[src/rtl/booth_mult_seq_if.sv]
// Operand/result handshake bundle for booth_mult_seq.
// Optional port is_signed exists only when BOOTH_UNSIGNED_EN is defined.
interface booth_mult_seq_if #(
    parameter int WIDTH = 8
);
    logic               in_valid;
    logic               in_ready;
    logic [WIDTH-1:0]   multiplicand;
    logic [WIDTH-1:0]   multiplier;
    logic               out_valid;
    logic               out_ready;
    logic [2*WIDTH-1:0] product;
    logic               busy;
`ifdef BOOTH_UNSIGNED_EN
    logic               is_signed;

    modport master (
        output in_valid, multiplicand, multiplier, out_ready, is_signed,
        input  in_ready, out_valid, product, busy
    );
    modport slave (
        input  in_valid, multiplicand, multiplier, out_ready, is_signed,
        output in_ready, out_valid, product, busy
    );
`else
    modport master (
        output in_valid, multiplicand, multiplier, out_ready,
        input  in_ready, out_valid, product, busy
    );
    modport slave (
        input  in_valid, multiplicand, multiplier, out_ready,
        output in_ready, out_valid, product, busy
    );
`endif
endinterface

[src/rtl/booth_mult_seq.sv]
// Sequential radix-2 Booth multiplier: one operand pair per handshake,
// two cycles (ADD, SHIFT) per multiplier bit, result held until consumed.
// Optional feature macro: BOOTH_UNSIGNED_EN adds is_signed; unsigned operands
// are zero-extended by one bit and take one extra iteration.
module booth_mult_seq #(
    parameter int WIDTH = 8,
    parameter int CNT_W = $clog2(WIDTH + 2)  // derived, do not override
) (
    input  logic            clk,
    input  logic            rst_n,
    booth_mult_seq_if.slave bus
);

`ifdef BOOTH_UNSIGNED_EN
    localparam int QW = WIDTH + 1;  // room for a zero-extended unsigned multiplier
`else
    localparam int QW = WIDTH;
`endif
    // one guard bit on A/M so A-M cannot overflow for M = most negative value
    localparam int AW = QW + 1;

    typedef enum logic [1:0] {IDLE = 2'd0, ADD = 2'd1, SHIFT = 2'd2, DONE = 2'd3} state_t;

    state_t           state, state_nxt;
    logic [AW-1:0]    a_q, m_q;
    logic [QW-1:0]    q_q;
    logic             q1_q;
    logic [CNT_W-1:0] count;
    logic [CNT_W-1:0] last_cnt;
    logic             accept;

    // in_ready is forced low while reset is held, even though state reads IDLE
    assign bus.in_ready  = rst_n & ((state == IDLE) | ((state == DONE) & bus.out_ready));
    assign accept        = bus.in_valid & bus.in_ready;
    assign bus.out_valid = (state == DONE);
    assign bus.busy      = (state != IDLE);

`ifdef BOOTH_UNSIGNED_EN
    logic sgn_q;
    logic ext_m, ext_q;

    assign ext_m = bus.is_signed & bus.multiplicand[WIDTH-1];
    assign ext_q = bus.is_signed & bus.multiplier[WIDTH-1];

    // Latch the operation mode: signed runs WIDTH iterations, unsigned WIDTH+1
    always_ff @(posedge clk or negedge rst_n) begin
        if (!rst_n) begin
            sgn_q    <= 1'b0;
            last_cnt <= '0;
        end else if (accept) begin
            sgn_q    <= bus.is_signed;
            last_cnt <= bus.is_signed ? CNT_W'(WIDTH - 1) : CNT_W'(WIDTH);
        end
    end

    // Signed mode leaves the unprocessed extension bit in Q[0]; skip it
    assign bus.product = sgn_q ? {a_q[WIDTH-1:0], q_q[QW-1:1]}
                               : {a_q[WIDTH-2:0], q_q};
`else
    assign last_cnt    = CNT_W'(WIDTH - 1);
    assign bus.product = {a_q[WIDTH-1:0], q_q};
`endif

    // State register
    always_ff @(posedge clk or negedge rst_n) begin
        if (!rst_n) state <= IDLE;
        else        state <= state_nxt;
    end

    // Next-state: ADD/SHIFT alternate per iteration, DONE waits for the consumer
    always_comb begin
        state_nxt = state;
        case (state)
            IDLE:    if (accept) state_nxt = ADD;
            ADD:     state_nxt = SHIFT;
            SHIFT:   state_nxt = (count == last_cnt) ? DONE : ADD;
            DONE: begin
                if (accept)             state_nxt = ADD;
                else if (bus.out_ready) state_nxt = IDLE;
            end
            default: state_nxt = IDLE;
        endcase
    end

    // Booth datapath: load on accept, add/subtract in ADD, arithmetic shift in SHIFT
    always_ff @(posedge clk or negedge rst_n) begin
        if (!rst_n) begin
            a_q   <= '0;
            m_q   <= '0;
            q_q   <= '0;
            q1_q  <= 1'b0;
            count <= '0;
        end else if (accept) begin
`ifdef BOOTH_UNSIGNED_EN
            m_q <= {{2{ext_m}}, bus.multiplicand};
            q_q <= {ext_q, bus.multiplier};
`else
            m_q <= {bus.multiplicand[WIDTH-1], bus.multiplicand};
            q_q <= bus.multiplier;
`endif
            a_q   <= '0;
            q1_q  <= 1'b0;
            count <= '0;
        end else begin
            case (state)
                ADD: begin
                    case ({q_q[0], q1_q})
                        2'b01:   a_q <= a_q + m_q;
                        2'b10:   a_q <= a_q - m_q;
                        default: a_q <= a_q;
                    endcase
                end
                SHIFT: begin
                    {a_q, q_q, q1_q} <= {a_q[AW-1], a_q, q_q};
                    count            <= count + 1'b1;
                end
                default: ;
            endcase
        end
    end

endmodule
[src/flat_wrapper.sv]
// flat-port wrapper written by rule: the top's interface ports become plain ports
module booth_mult_seq_flat 
#(
    parameter int WIDTH = 8,
    parameter int CNT_W = $clog2(WIDTH + 2)                             
)
  (clk, rst_n, bus_in_valid, bus_multiplicand, bus_multiplier, bus_out_ready, bus_in_ready, bus_out_valid, bus_product, bus_busy);
  booth_mult_seq_if #(.WIDTH(WIDTH)) bus_i ();
  input  logic clk;
  input  logic rst_n;
  input wire logic [$bits(bus_i.in_valid)-1:0] bus_in_valid;
  input wire logic [$bits(bus_i.multiplicand)-1:0] bus_multiplicand;
  input wire logic [$bits(bus_i.multiplier)-1:0] bus_multiplier;
  input wire logic [$bits(bus_i.out_ready)-1:0] bus_out_ready;
  output wire logic [$bits(bus_i.in_ready)-1:0] bus_in_ready;
  output wire logic [$bits(bus_i.out_valid)-1:0] bus_out_valid;
  output wire logic [$bits(bus_i.product)-1:0] bus_product;
  output wire logic [$bits(bus_i.busy)-1:0] bus_busy;
  assign bus_i.in_valid = bus_in_valid;
  assign bus_i.multiplicand = bus_multiplicand;
  assign bus_i.multiplier = bus_multiplier;
  assign bus_i.out_ready = bus_out_ready;
  assign bus_in_ready = bus_i.in_ready;
  assign bus_out_valid = bus_i.out_valid;
  assign bus_product = bus_i.product;
  assign bus_busy = bus_i.busy;
  booth_mult_seq #(.WIDTH(WIDTH), .CNT_W(CNT_W)) u_core (.clk(clk), .rst_n(rst_n), .bus(bus_i));
endmodule
[config.mk]
export PLATFORM = sky130hd
export DESIGN_NAME = booth_mult_seq_flat
export DESIGN_NICKNAME = d
export VERILOG_FILES = /design/src/rtl/booth_mult_seq_if.sv /design/src/rtl/booth_mult_seq.sv /design/src/flat_wrapper.sv
export SDC_FILE = /design/constraint.sdc
export NUM_CORES = 1
export LEC_CHECK = 0
export CELL_PAD_IN_SITES_DETAIL_PLACEMENT = 1
export CELL_PAD_IN_SITES_GLOBAL_PLACEMENT = 2
export CORE_UTILIZATION = 29
export DETAILED_ROUTE_END_ITERATION = 6
export GPL_TIMING_DRIVEN = 0
export PLACE_DENSITY = 0.8
export SLEW_MARGIN = 20
export SYNTH_ARGS = -nofsm -noshare
export SYNTH_HDL_FRONTEND = slang
export SYNTH_SLANG_ARGS = --single-unit
[constraint.sdc]
create_clock -name clk -period 2.3 [get_ports clk]
set_clock_uncertainty 0.05 [all_clocks]
set_input_delay 0.23 -clock clk [delete_from_list [all_inputs] [get_ports clk]]
set_output_delay 0.23 -clock clk [all_outputs]
set_load 0.01 [all_outputs]
==> out/metrics.yaml <==
run_status:
  status: "complete, but fails checks"
  violations: "negative setup slack"
worst_setup_path:
  critPathArrivalTime_ps: 2660
  required_ps: 2470
  critical_path_class: "reg2reg"
  cpPeakStageDelay_ps: 400
  slowest_stage: "dfrtp_1"
  path_cells: "inv_1 > ha_4 > nor3b_4 > buf_4 > a21oi_2 > xnor2_1 > ha_1 > buf_4 > nand2_1 > o21ai_1 > nand2_1 > a211o_1 > o21ai_1"
  crit_fanout: 3
  endpoint_kind: "flip-flop"
  startpoint_type: "flip-flop"
detailed_routing:
  wire_per_inst_um: 15.14
  drc_errors: 0
  ant_nets: 0
  drt_iter0_drc: 33
  viasPerCell: 4.823
  drt_wl_total_um: 6343
  drtPass1Iterations: 4
  num_vias: 2021
grt:
  grt_max_degree: 26
  grt_pass1_vias: 2067
  grt_usage_pct: 17.19
  grt_antenna_before_repair: 0
  grt_pass1_wl_um: 10240
  gr-total-overflow: 0
placement:
  dp_cells: 389
  dpl_cell_area_mm2: 0.002750
  place.gp.congestion: 0.7686
  io_buffers: 38
  dp_hpwl_um: 4500
layout:
  design_area_mm2: 0.003154
  drive_gt1_share_pct: 23.44
  finalNonFillerCells: 419
  n_fill_cell: 870
  fin_nets: 357
  areaGrowthSynthToFinish_pct: 43.40
  fin_util_pct: 43.26
  diodes: 0
synthesis:
  synthFlopType: "dfrtp_1"
  ys_ff_latch: 32
  synth-edff-count: 0
  syn_area_per_cell_um2: 8.763
  synth_cell_types: 43
  ys_seq_area_share_pct: 36.41
  async_reset_ff_share_pct: 100.0
  synth_area_leader_cell: "dfrtp_1"
  synth_nets: 289
  syn_area_mm2: 0.002200
  synth_area_leaders: "dfrtp_1 36%, ha_1 9.7%, mux2i_1 5.9%, nand2_1 5.6%, o21ai_0 5.0%"
  synthCells: 251
  synth_warnings: 0
  synth.top_cell.area_share_pct: 36.41
die:
  io_pins: 39
  core_area_mm2: 0.007292
  rows: 31
  fp.dieW_um: 89.09
  fp.dieH_um: 89.09
  die-area_mm2: 0.007937
  initial_core_util_pct: 30.16
timing:
  finalMaxSlewViolations: 0
  finalCriticalPeriod_ps: 2493
  clock.fmax_mhz: 401.1
  hold_viol: 0
  setup_viol: 4
  rsz0062_at_grt: "yes"
  tightest_slew_ps: 825.5
  final.setup.worst_slack_ps: -193.0
  period_share_pct: 108.4
  slew_headroom_pct: 44.85
clocking:
  cts_tree: "yes"
  cts.sinks: 32
  insertion_delay_ps: 280
  h-tree-depth: 2
  clockBufferDepth: 2
  numCtsBuffers: 5
  cts-root-buf: "clkbuf_8"
  cts.clk_slew.worst_paths_ps: 70
hold_path:
  hp-class: "in2async"
job:
  max_cap_viol_count: 0
-- cell families after synthesis --
group	after synthesis	share of synthesized area, %
muxes	15	6.939
adders and majority gates	18	10.58
DFF	32	36.41
and+or+nand+nor	85	17.80
buffers and inverters	32	7.906
xor gates and xnor gates	11	4.380
AOI/OAI and AO/OA	58	15.98
-- flip-flops by register name, summed over array words and instances, names as in the netlist --
name          count
u_core.a_q        9
u_core.m_q        8
u_core.q_q        8
u_core.count      4
u_core.state      2
u_core.q1_q       1
-- synth_stat cells, types with 2 or more instances --
| master | count |
|---|---|
| and3_1 | 3 |
| a211oi_1 | 4 |
| buf_6 | 2 |
| o21ai_0 | 22 |
| nor2_1 | 23 |
| dfrtp_1 | 32 |
| nor3b_1 | 2 |
| inv_1 | 13 |
| xnor2_1 | 8 |
| clkbuf_1 | 4 |
| nand2_1 | 33 |
| nor3_1 | 8 |
| o211ai_1 | 3 |
| or3_1 | 2 |
| nor2b_1 | 2 |
| mux2i_1 | 13 |
| a31oi_1 | 3 |
| nor4_1 | 2 |
| mux2_2 | 2 |
| ha_1 | 17 |
| buf_2 | 4 |
| nand2b_1 | 3 |
| a21oi_1 | 13 |
| a21o_1 | 2 |
| xor2_1 | 3 |
| buf_4 | 9 |
| o31ai_1 | 2 |
| o21a_1 | 2 |
-- worst max-delay path: cells and delay by family (launching register included) --
kind | cells | cell delay [ps]
xor+xnor | 1 | 130
buf+inv | 3 | 390
fa+ha+maj | 2 | 480
flops | 1 | 400
compound gates | 4 | 610
simple gates | 3 | 370
-- stage by stage --
| step | setup WS (ps) | TNS [ps] | hold slack [ps] |
|---|---|---|---|
| 2_1_floorplan | -147.5 | -179.2 | -115.6 |
| 3_3_place_gp | -1052 | -28510 | 478.0 |
| 3_5_place_dp | -278.1 | -1075 | 78.99 |
| 4_1_cts | -226.6 | -659.9 | 299.5 |
| 5_1_grt | -309.7 | -1259 | 323.5 |
| 6_report | -193.0 | -620.8 | 302.7 |
-- final timing paths --
path	end	slack [ps]	start	cells after the start
max	u_core.a_q[8]	-190	u_core.m_q[1]	13
min	u_core.a_q[8]	300	rst_n	2
max reg2reg	u_core.a_q[8]	-190	u_core.m_q[1]	13
min reg2reg	u_core.count[3]	500	u_core.count[3]	2
max in group asynchronous	u_core.m_q[3]	1460	rst_n	3
min in group clk	u_core.m_q[2]	420	bus_multiplicand[2]	3
-- area by class of cell --
type	instances	area, µm²	area share, %
plain buffers	18	126.4	4.006
clock buffers	6	72.57	2.301
clock inverters	2	35.03	1.111
inverters	13	48.80	1.547
multi-input cells	187	1363	43.20
flip-flops and latches	32	803.3	25.47
well taps	99	123.9	3.927
repair buffers	62	581.8	18.45
-- per-layer routing --
layer | vias to the layer above | GRT usage, % | routed length (µm)
li1 | 995 | - | -
met3 | 6 | 3.693 | 168
met1 | 993 | 21.92 | 2800
met2 | 27 | 30.26 | 3294
met5 | - | 0 | 0
met4 | 0 | 3.030 | 80
-- placed cells by master, fill, tap and decap left out, drive strengths merged, types with 3 or more instances in the layout --
| cell | netlist | final |
|---|---|---|
| dfrtp | 32 | 32 |
| nand2 | 33 | 33 |
| xor2 | 3 | 3 |
| or3 | 3 | 3 |
| a31oi | 3 | 3 |
| nand2b | 3 | 3 |
| a211oi | 4 | 4 |
| clkbuf | 4 | 11 |
| clkdlybuf4s50 | 0 | 37 |
| buf | 15 | 37 |
| a21oi | 13 | 13 |
| nor3 | 8 | 8 |
| inv | 13 | 13 |
| mux2i | 13 | 13 |
| o21ai | 22 | 22 |
| ha | 17 | 17 |
| and3 | 3 | 3 |
| xnor2 | 8 | 8 |
| o211ai | 3 | 3 |
| nor2 | 23 | 23 |
-- timing repair --
item	in CTS	in global routing
pin swaps	7	19
gates resized for setup	11	28
gates cloned	0	0
endpoints found under the hold margin	7	0
buffers inserted	11	12
setup endpoints to repair	6	27
hold buffers	1	0
Power is left out: the tool's default activity adds up to more than one toggle a clock period on the data nets, which glitch-free logic cannot reach.
